File: src/rtl/wb_pkg.sv
// Shared constants, FSM state and FIFO entry types for the register-file write-back unit.
package wb_pkg;

  localparam int DATA_W = 16;
  localparam int ADDR_W = 4;
  localparam int NREG   = 1 << ADDR_W;
  localparam int DEPTH  = 4;
  localparam int CNT_W  = 3;

  localparam logic [ADDR_W-1:0] ZERO_REG = '0;

  typedef enum logic [1:0] {
    IDLE   = 2'd0,
    SETUP  = 2'd1,
    STROBE = 2'd2,
    HOLD   = 2'd3
  } wb_state_e;

  typedef struct packed {
    logic [ADDR_W-1:0] addr;
    logic [DATA_W-1:0] data;
  } wb_entry_t;

endpackage

File: src/rtl/wb_fifo.sv
// Result FIFO for the write-back unit. With WB_BYPASS_EN defined it also exposes every
// entry in age order (index 0 = head/oldest) plus a valid mask for the forwarding search.
module wb_fifo
  import wb_pkg::*;
#(
  parameter int DEPTH = wb_pkg::DEPTH
) (
  input  logic      clk_i,
  input  logic      rst_ni,
  input  logic      push_i,
  input  wb_entry_t entry_i,
  input  logic      pop_i,
  output wb_entry_t head_o,
  output logic      empty_o,
  output logic      full_o
`ifdef WB_BYPASS_EN
  ,
  output wb_entry_t ord_o [DEPTH],
  output logic [DEPTH-1:0] vld_o
`endif
);

  localparam int PW = $clog2(DEPTH);

  wb_entry_t     mem_q [DEPTH];
  logic [PW-1:0] wr_q;
  logic [PW-1:0] rd_q;
  logic [PW:0]   cnt_q;

  always_ff @(posedge clk_i) begin
    if (push_i) mem_q[wr_q] <= entry_i;
  end

  always_ff @(posedge clk_i) begin
    if (!rst_ni) begin
      wr_q  <= '0;
      rd_q  <= '0;
      cnt_q <= '0;
    end else begin
      if (push_i) wr_q <= wr_q + PW'(1);
      if (pop_i)  rd_q <= rd_q + PW'(1);
      case ({push_i, pop_i})
        2'b10:   cnt_q <= cnt_q + (PW+1)'(1);
        2'b01:   cnt_q <= cnt_q - (PW+1)'(1);
        default: cnt_q <= cnt_q;
      endcase
    end
  end

  assign head_o  = mem_q[rd_q];
  assign empty_o = (cnt_q == '0);
  assign full_o  = (cnt_q == (PW+1)'(DEPTH));

`ifdef WB_BYPASS_EN
  always_comb begin
    for (int k = 0; k < DEPTH; k++) begin
      ord_o[k] = mem_q[rd_q + PW'(k)];
      vld_o[k] = ((PW+1)'(k) < cnt_q);
    end
  end
`endif

endmodule

File: src/rtl/reg_wb_unit.sv
// Write-back unit: queues MEM results, drives the register file write port with
// setup/strobe/hold sequencing and tracks pending writes. WB_BYPASS_EN enables forwarding.
module reg_wb_unit
  import wb_pkg::*;
#(
  parameter int DEPTH = wb_pkg::DEPTH,
  parameter int CNT_W = wb_pkg::CNT_W
) (
  input  logic              clk,
  input  logic              rst,
  input  logic              in_valid,
  output logic              in_ready,
  input  logic [ADDR_W-1:0] in_addr,
  input  logic [DATA_W-1:0] in_data,
  input  logic              issue_valid,
  input  logic [ADDR_W-1:0] issue_addr,
  output logic              issue_ready,
  input  logic [ADDR_W-1:0] qry_addr_a,
  input  logic [ADDR_W-1:0] qry_addr_b,
  output logic              busy_a,
  output logic              busy_b,
  output logic              fwd_hit_a,
  output logic [DATA_W-1:0] fwd_data_a,
  output logic              fwd_hit_b,
  output logic [DATA_W-1:0] fwd_data_b,
  output logic              rf_write,
  output logic [ADDR_W-1:0] rf_address,
  output logic [DATA_W-1:0] rf_data
);

  // state  | meaning
  // IDLE   | nothing in flight, waiting for a queued result
  // SETUP  | address/data presented, strobe low
  // STROBE | strobe high, file commits on its rising edge
  // HOLD   | strobe low, address/data held, pending counter retires

  typedef struct packed {
    logic              hit;
    logic [DATA_W-1:0] data;
    logic              busy;
  } port_res_t;

  wb_state_e         state_q, state_d;
  logic              rf_write_q, rf_write_d;
  logic [ADDR_W-1:0] rf_addr_q, rf_addr_d;
  logic [DATA_W-1:0] rf_data_q, rf_data_d;
  logic [CNT_W-1:0]  cnt_q [NREG];
  logic [CNT_W-1:0]  cnt_d [NREG];

  logic      fifo_push, fifo_pop, fifo_empty, fifo_full;
  wb_entry_t fifo_head;
  logic      retire, issue_fire;
  port_res_t res_a, res_b;

`ifdef WB_BYPASS_EN
  wb_entry_t        fifo_ord [DEPTH];
  logic [DEPTH-1:0] fifo_vld;
`endif

  assign in_ready  = !fifo_full;
  assign fifo_push = in_valid && !fifo_full && (in_addr != ZERO_REG);

  wb_fifo #(.DEPTH(DEPTH)) u_fifo (
    .clk_i   (clk),
    .rst_ni  (rst),
    .push_i  (fifo_push),
    .entry_i ('{addr: in_addr, data: in_data}),
    .pop_i   (fifo_pop),
    .head_o  (fifo_head),
    .empty_o (fifo_empty),
    .full_o  (fifo_full)
`ifdef WB_BYPASS_EN
    ,
    .ord_o   (fifo_ord),
    .vld_o   (fifo_vld)
`endif
  );

  always_comb begin
    state_d   = state_q;
    rf_addr_d = rf_addr_q;
    rf_data_d = rf_data_q;
    fifo_pop  = 1'b0;
    retire    = 1'b0;
    case (state_q)
      IDLE: begin
        if (!fifo_empty) begin
          fifo_pop  = 1'b1;
          rf_addr_d = fifo_head.addr;
          rf_data_d = fifo_head.data;
          state_d   = SETUP;
        end
      end
      SETUP:  state_d = STROBE;
      STROBE: state_d = HOLD;
      HOLD: begin
        retire = 1'b1;
        if (!fifo_empty) begin
          fifo_pop  = 1'b1;
          rf_addr_d = fifo_head.addr;
          rf_data_d = fifo_head.data;
          state_d   = SETUP;
        end else begin
          state_d = IDLE;
        end
      end
      default: state_d = IDLE;
    endcase
    rf_write_d = (state_d == STROBE);
  end

  always_ff @(posedge clk) begin
    if (!rst) begin
      state_q    <= IDLE;
      rf_write_q <= 1'b0;
      rf_addr_q  <= '0;
      rf_data_q  <= '0;
    end else begin
      state_q    <= state_d;
      rf_write_q <= rf_write_d;
      rf_addr_q  <= rf_addr_d;
      rf_data_q  <= rf_data_d;
    end
  end

  assign rf_write   = rf_write_q;
  assign rf_address = rf_addr_q;
  assign rf_data    = rf_data_q;

  assign issue_ready = (issue_addr == ZERO_REG) || (cnt_q[issue_addr] != '1);
  assign issue_fire  = issue_valid && issue_ready && (issue_addr != ZERO_REG);

  // A retire on a zero counter is dropped, so an issue in that cycle still counts.
  always_comb begin
    for (int r = 0; r < NREG; r++) begin
      logic inc, dec;
      inc = issue_fire && (issue_addr == ADDR_W'(r));
      dec = retire && (rf_addr_q == ADDR_W'(r)) && (cnt_q[r] != '0);
      if (inc && !dec)      cnt_d[r] = cnt_q[r] + CNT_W'(1);
      else if (dec && !inc) cnt_d[r] = cnt_q[r] - CNT_W'(1);
      else                  cnt_d[r] = cnt_q[r];
    end
  end

  always_ff @(posedge clk) begin
    for (int r = 0; r < NREG; r++) begin
      if (!rst) cnt_q[r] <= '0;
      else      cnt_q[r] <= cnt_d[r];
    end
  end

`ifdef WB_BYPASS_EN
  wb_entry_t [DEPTH:0] cand;
  logic [DEPTH:0]      cand_vld;

  // Candidate 0 is the in-flight write (oldest), the FIFO tail is the youngest.
  always_comb begin
    cand[0]     = '{addr: rf_addr_q, data: rf_data_q};
    cand_vld[0] = (state_q == SETUP) || (state_q == STROBE);
    for (int k = 0; k < DEPTH; k++) begin
      cand[k+1]     = fifo_ord[k];
      cand_vld[k+1] = fifo_vld[k];
    end
  end

  function automatic port_res_t fwd_lookup(input logic [ADDR_W-1:0] qry,
                                           input wb_entry_t [DEPTH:0] c,
                                           input logic [DEPTH:0] v,
                                           input logic [CNT_W-1:0] cnt);
    port_res_t r;
    int        nm;
    r  = '0;
    nm = 0;
    for (int k = 0; k <= DEPTH; k++) begin
      if (v[k] && (c[k].addr == qry) && (qry != ZERO_REG)) begin
        r.hit  = 1'b1;
        r.data = c[k].data;
        nm++;
      end
    end
    r.busy = (cnt != '0) && (!r.hit || (int'(cnt) > nm));
    return r;
  endfunction

  assign res_a = fwd_lookup(qry_addr_a, cand, cand_vld, cnt_q[qry_addr_a]);
  assign res_b = fwd_lookup(qry_addr_b, cand, cand_vld, cnt_q[qry_addr_b]);
`else
  assign res_a = '{hit: 1'b0, data: '0, busy: (cnt_q[qry_addr_a] != '0)};
  assign res_b = '{hit: 1'b0, data: '0, busy: (cnt_q[qry_addr_b] != '0)};
`endif

  assign busy_a     = res_a.busy;
  assign fwd_hit_a  = res_a.hit;
  assign fwd_data_a = res_a.data;
  assign busy_b     = res_b.busy;
  assign fwd_hit_b  = res_b.hit;
  assign fwd_data_b = res_b.data;

endmodule
File: config.mk
export PLATFORM = sky130hd
export DESIGN_NAME = reg_wb_unit
export DESIGN_NICKNAME = d
export VERILOG_FILES = /design/src/rtl/wb_pkg.sv /design/src/rtl/wb_fifo.sv /design/src/rtl/reg_wb_unit.sv
export SDC_FILE = /design/constraint.sdc
export NUM_CORES = 1
export LEC_CHECK = 0
export CAP_MARGIN = 20
export CORE_MARGIN = 8
export CORE_UTILIZATION = 35
export DETAILED_ROUTE_END_ITERATION = 8
export GPL_TIMING_DRIVEN = 0
export SLEW_MARGIN = 25
export SYNTH_ARGS = -nofsm -noshare
export SYNTH_HDL_FRONTEND = slang
export SYNTH_SLANG_ARGS = --single-unit
File: constraint.sdc
create_clock -name clk -period 9.6 [get_ports clk]
set_input_delay 2.88 -clock clk [delete_from_list [all_inputs] [get_ports clk]]
set_output_delay 2.88 -clock clk [all_outputs]
set_load 0.01 [all_outputs]
======== Word level (Yosys, flattened, before mapping) ========
Memories as Yosys holds them, arrays and structs flattened. A register that Yosys moved wholly into a read port is not among the register bits.
Cells that the tools add are included.
word-level totals
  bits in registers ....................... 10
  RAM bits ................................ 128
  input bits .............................. 36
  output and inout port bits .............. 59
  word-level logic and storage cells ...... 303
  memories kept ........................... 2
cells by class
  $add $sub $neg .......................... 36
  equality and inequality tests ........... 38
  mux-type cells .......................... 59
  bitwise operators ....................... 17
  reductions and logical operators ........ 146
memory list
  memory        words  bits a word  rd ports  clocked after memory_dff  write ports  line               text
  u_fifo.mem_q  4      20           1         1                         1            wb_fifo.sv:25      wb_entry_t mem_q [DEPTH];
  cnt_q         16     3            19        0                         16           reg_wb_unit.sv:47  logic [CNT_W-1:0] cnt_q [NREG];
operators with widths
  cell                   count
  $mux W3                48
  $logic_and A1 B1 Y1    84
  $eq A4 B4 Y1 const B   16
  $reduce_bool A3 Y1     18
  $add A3 B1 Y3 const B  17
  $sub A3 B1 Y3 const B  17
  $logic_not A1 Y1       34
  $eq A4 B3 Y1 const B   8
  $eq A4 B2 Y1 const B   4
  $or A1 B1 Y1           16
  $eq A2 B2 Y1 const B   4
  $eq A4 B1 Y1 const B   2
  $logic_not A4 Y1       2
  $mux W1                8
  $pmux W2 S4            1
  $reduce_bool A4 Y1     2
  $pmux W3 S2            1
  $add A2 B1 Y2 const B  2
  $eq A2 B1 Y1 const B   2
  $eq A3 B3 Y1 const B   1
  $logic_not A3 Y1       1
  $ne A3 B3 Y1 const B   1
  $logic_not A2 Y1       1
  $mux W2                1
  5 further kinds        5

======== Depth between registers and ports, before layout ========
An unclocked memory read counts as a cell.
  depth in word-level cells ............... 11
  mapped depth ............................ 14
  mapped depth without buffers ............ 11

======== Cells and area by module ========
A second synthesis with hierarchy kept.
second synthesis, totals
  cell total of the unflattened synthesis .. 641
  area total of the unflattened synthesis .. 8,044.0 µm²
by module, submodules not included
  module       instances  cells each  area an instance (µm²)  seq. area each (µm²)
  reg_wb_unit  1          491         4,708.3                 1,421.4
  wb_fifo      1          150         3,335.7                 2,582.5

======== Worst setup path before layout ========
Ideal clock, no wire load.
  path type ............................... input to output
  start ................................... in issue_addr[0]
  end ..................................... out issue_ready
  data arrival time ....................... 4.045 ns
  required time ........................... 6.720 ns
  setup slack ............................. 2.675 ns
  stages .................................. 6
  buffers on the path ..................... 2
  cell sequence ........................... buf_6 > mux4_2 > a22oi_1 > nand3_1 > nand3_2 > buf_6
between the ends
  cells in the longest elaborated chain, start to end .. 3
RTL lines
  item                    line                text
  start, declared         reg_wb_unit.sv:16   input logic [ADDR_W-1:0] issue_addr,
  $mem_v2 Z16 W3          n/a
  $ne A3 B3 Y1            reg_wb_unit.sv:130  assign issue_ready = (issue_addr == ZERO_REG) || (cnt_q[issue_addr] != '1);
  $logic_or A1 B1 Y1 (*)  reg_wb_unit.sv:130
  end, declared           reg_wb_unit.sv:17   output logic issue_ready,
Every way passes the cells marked *; elsewhere a longest branch is shown, timed or not.

======== Worst setup path after layout ========
  start ................................... in issue_addr[1]
  end ..................................... out issue_ready
Same word-level chain as after synthesis.

==> impl_metrics.env <==
export IMPL_ios=95
export IMPL_path_buf_inv=4
export IMPL_syn_area_per_cell_um2=12.5
export IMPL_grt_pass1_vias=5005
export IMPL_cts_buffers=17
export IMPL_synth_top_area_share_pct=30.0
export IMPL_cp_end_kind="output port"
export IMPL_place_area_um2=9070
export IMPL_ctsHoldBuffers=0
export IMPL_setup_viol=0
export IMPL_p_switching_uw=658
export IMPL_grt_max_degree=21
export IMPL_design_die_area_um2=28000
export IMPL_worstSetupPathType="input port to output port"
export IMPL_fin_area_um2=9720
export IMPL_netSwitchingFraction_pct=31.0
export IMPL_crit_arrival_ns=5.50
export IMPL_dieWidth_um=167
export IMPL_gr_total_overflow=0
export IMPL_max_cap_violations=0
export IMPL_drtAntennaViolNets=0
export IMPL_clkTransAtPathRegs_ns=0.06
export IMPL_drive_gt1_share_pct=15.3
export IMPL_drtIter0Drc=324
export IMPL_initial_core_util_pct=35.5
export IMPL_slew_headroom_pct=30.5
export IMPL_tightest_slew_ns=1.04
export IMPL_cts_tree="yes"
export IMPL_io_buffers=58
export IMPL_ys_seq_area_share_pct=49.5
export IMPL_cts_resized=0
export IMPL_firstDrtPassIters=4
export IMPL_status="finished, final reports clean"
export IMPL_maxClockFrequency_mhz=119
export IMPL_rsz0062_at_grt="no"
export IMPL_dieHeight_um=167
export IMPL_diodes=0
export IMPL_r2r_slack_ns=6.48
export IMPL_area_growth_pct=21.3
export IMPL_synth_top_flop_cell="edfxtp_1"
export IMPL_grt_pass1_wl_um=27900
export IMPL_path_common_cell="clkdlybuf4s50_1"
export IMPL_crit_family="buffers and inverters"
export IMPL_min_period_ns=8.38
export IMPL_cp_start_kind="input port"
export IMPL_synth_top_area_cell="edfxtp_1"
export IMPL_fill_cells=2091
export IMPL_final_hold_violation_count=0
export IMPL_row_count=55
export IMPL_wl_per_cell_um=16.7
export IMPL_cts_htree_levels=4
export IMPL_worst_path_max_delay_cell="clkdlybuf4s50_1"
export IMPL_worstPathRequired_ns=6.72
export IMPL_path_cells="clkdlybuf4s50_1 -> buf_2 -> mux4_2 -> a22oi_1 -> nand3_1 -> nand3_2 -> buf_6 -> clkdlybuf4s50_1"
export IMPL_cpPeakStageDelay_ns=0.70
export IMPL_clk_insertion_delay_late_ns=0.43
export IMPL_powerDensity_nw_per_um2=218
export IMPL_synth_edf_count=80
export IMPL_dp_hpwl_um=12600
export IMPL_viasPerCell=4.81
export IMPL_fin_setup_tns_ns=0
export IMPL_crit_fanout=10
export IMPL_synth_area_um2=8010
export IMPL_total_power_uw=2120
export IMPL_p_int_uw=1460
export IMPL_post_cts_buffers=0
export IMPL_route_vias_total=5046
export IMPL_cts_sinks=158
export IMPL_nets=830
export IMPL_antenna_found_initial=0
export IMPL_seqPwrFrac_pct=41.3
export IMPL_synth_area_top_cells="edfxtp_1 (30%), dfxtp_1 (20%), mux4_2 (10%), ha_1 (4.1%), fa_1 (4.0%)"
export IMPL_p_leak_uw=0.00376
export IMPL_cts_buffer_depth=2
export IMPL_finalWeightedCongestion=0.865
export IMPL_wl_um=17500
export IMPL_ys_seq_elements=158
export IMPL_design_core_area_um2=22600
export IMPL_drc=0
export IMPL_syn_inst=640
export IMPL_ys_warn_count=0
export IMPL_grt_use_total_pct=12.9
export IMPL_drv_slew=0
export IMPL_period_share_pct=87.3
export IMPL_hp_class="register to register"
export IMPL_ys_async_sr_fraction_pct=0
export IMPL_cts_root_buf="clkbuf_16"
export IMPL_irDropWorstVdd_v=0.000123
export IMPL_fin_skew_ns=0.0131
export IMPL_ys_types=39
export IMPL_pwr_share_comb_pct=24.6
export IMPL_p_clk_share_pct=34.1
-- cell usage after synthesis (21+ instances only) --
cell type,instances
nand2_1,50
buf_4,34
and2_1,28
xnor2_1,21
or3_1,33
inv_1,26
nor2b_1,21
edfxtp_1,80
ha_1,26
mux4_2,37
dfxtp_1,78
a21boi_0,37
-- path summary, 6_finish.rpt --
kind | to | startpoint | depth (start not counted)
setup / recovery | issue_ready | issue_addr[1] | 8
hold / removal | rf_data[8] | rf_data[8] | 2
setup reg to reg | cnt_q[5][2] | cnt_q[3][0] | 12
hold reg to reg | rf_data[8] | rf_data[8] | 2
-- worst register-to-register path, cell delays in order, from the launching register on --
cell	delay [ns]
dfxtp_1	0.37
mux4_2	0.50
a22oi_1	0.21
nand3_1	0.12
nand3_2	0.17
buf_6	0.17
and3_1	0.18
ha_1	0.18
inv_1	0.07
fa_1	0.42
xor2_1	0.17
or3_1	0.30
a21boi_0	0.17
-- flip-flops by register name, indices dropped and copies added (netlist names) --
name and count:
u_fifo.mem_q 80, cnt_q 48, rf_data 16, rf_address 4
u_fifo.cnt_q 3, state_q 2, u_fifo.rd_q 2, u_fifo.wr_q 2
rf_write 1
-- stage by stage --
stage | instances | hold WS [ns] | worst slack (ns) | utilization, %
6_report | 1050 | 0.463 | 1.22 | 43.0
2_1_floorplan | 674 | 0.468 | 2.68 | -
4_1_cts | 1049 | 0.470 | 1.25 | 43.0
3_5_place_dp | 1017 | 0.460 | 1.26 | 40.2
3_3_place_gp | 1017 | 0.454 | 1.27 | 40.2
5_1_grt | 1050 | 0.489 | 1.13 | 43.0
-- layout by cell type (no fill, tap or decap), types with 2 or more instances in the layout --
master,n
a21oi_1,5
inv_6,2
clkbuf_16,17
nand2b_1,5
or3_1,33
clkbuf_1,15
nand2_1,50
clkdlybuf4s50_1,58
a21boi_0,37
nor3_1,3
nand3_1,16
and3_1,9
buf_4,34
buf_6,3
inv_1,26
and2_2,3
xor2_1,16
mux4_1,3
buf_1,2
a22oi_1,2
ha_1,26
buf_2,3
and3b_1,8
xnor2_1,21
nor2b_1,21
mux2i_1,17
mux4_2,37
dfxtp_1,78
bufinv_16,2
nand4_1,4
mux2_2,2
o21ai_0,19
fa_1,16
inv_8,9
conb_1,35
edfxtp_1,80
and2_1,25
nor2_1,14
-- layout make-up --
cell class	count	area (um^2)	area share (%)
sequential	158	3960	40.8
multi-input combinational	433	3710	38.1
timing repair buffer	59	592	6.09
clock buffer	17	425	4.38
buffer	57	372	3.82
tap	285	357	3.67
clock inverter	15	203	2.09
inverter	26	97.6	1.00
-- cell families (layout without fill, tap and decap cells) --
logic type | after synthesis | in the layout | synth area share (%)
AO/OA/AOI/OAI | 66 | 66 | 5.45
XOR/XNOR | 37 | 37 | 4.05
adder cells (fa/ha/maj) | 42 | 42 | 8.06
buffers and inverters | 83 | 174 | 5.86
flip-flops | 158 | 158 | 49.5
multiplexers | 59 | 59 | 13.8
other | 1 | 35 | 0.0468
AND/OR/NAND/NOR | 194 | 194 | 13.2
-- metal layers --
layer,global-route usage [%],part of all wire (%),vias to the layer above
met1,16.7,45,2442
met2,20.1,47,133
li1,-,-,2460
met3,3.81,7.1,11
met4,4.70,0.83,0
met5,0,0,-
-- power by group through the flow --
stage / clock network (uW) / logic (uW) / registers (uW)
floorplan: 0 / 318 / 888
global placement: 0 / 525 / 892
detailed placement: 0 / 533 / 892
CTS: 739 / 534 / 878
global route: 768 / 584 / 888
finish: 725 / 522 / 876
(Power assumes the default switching activity.)
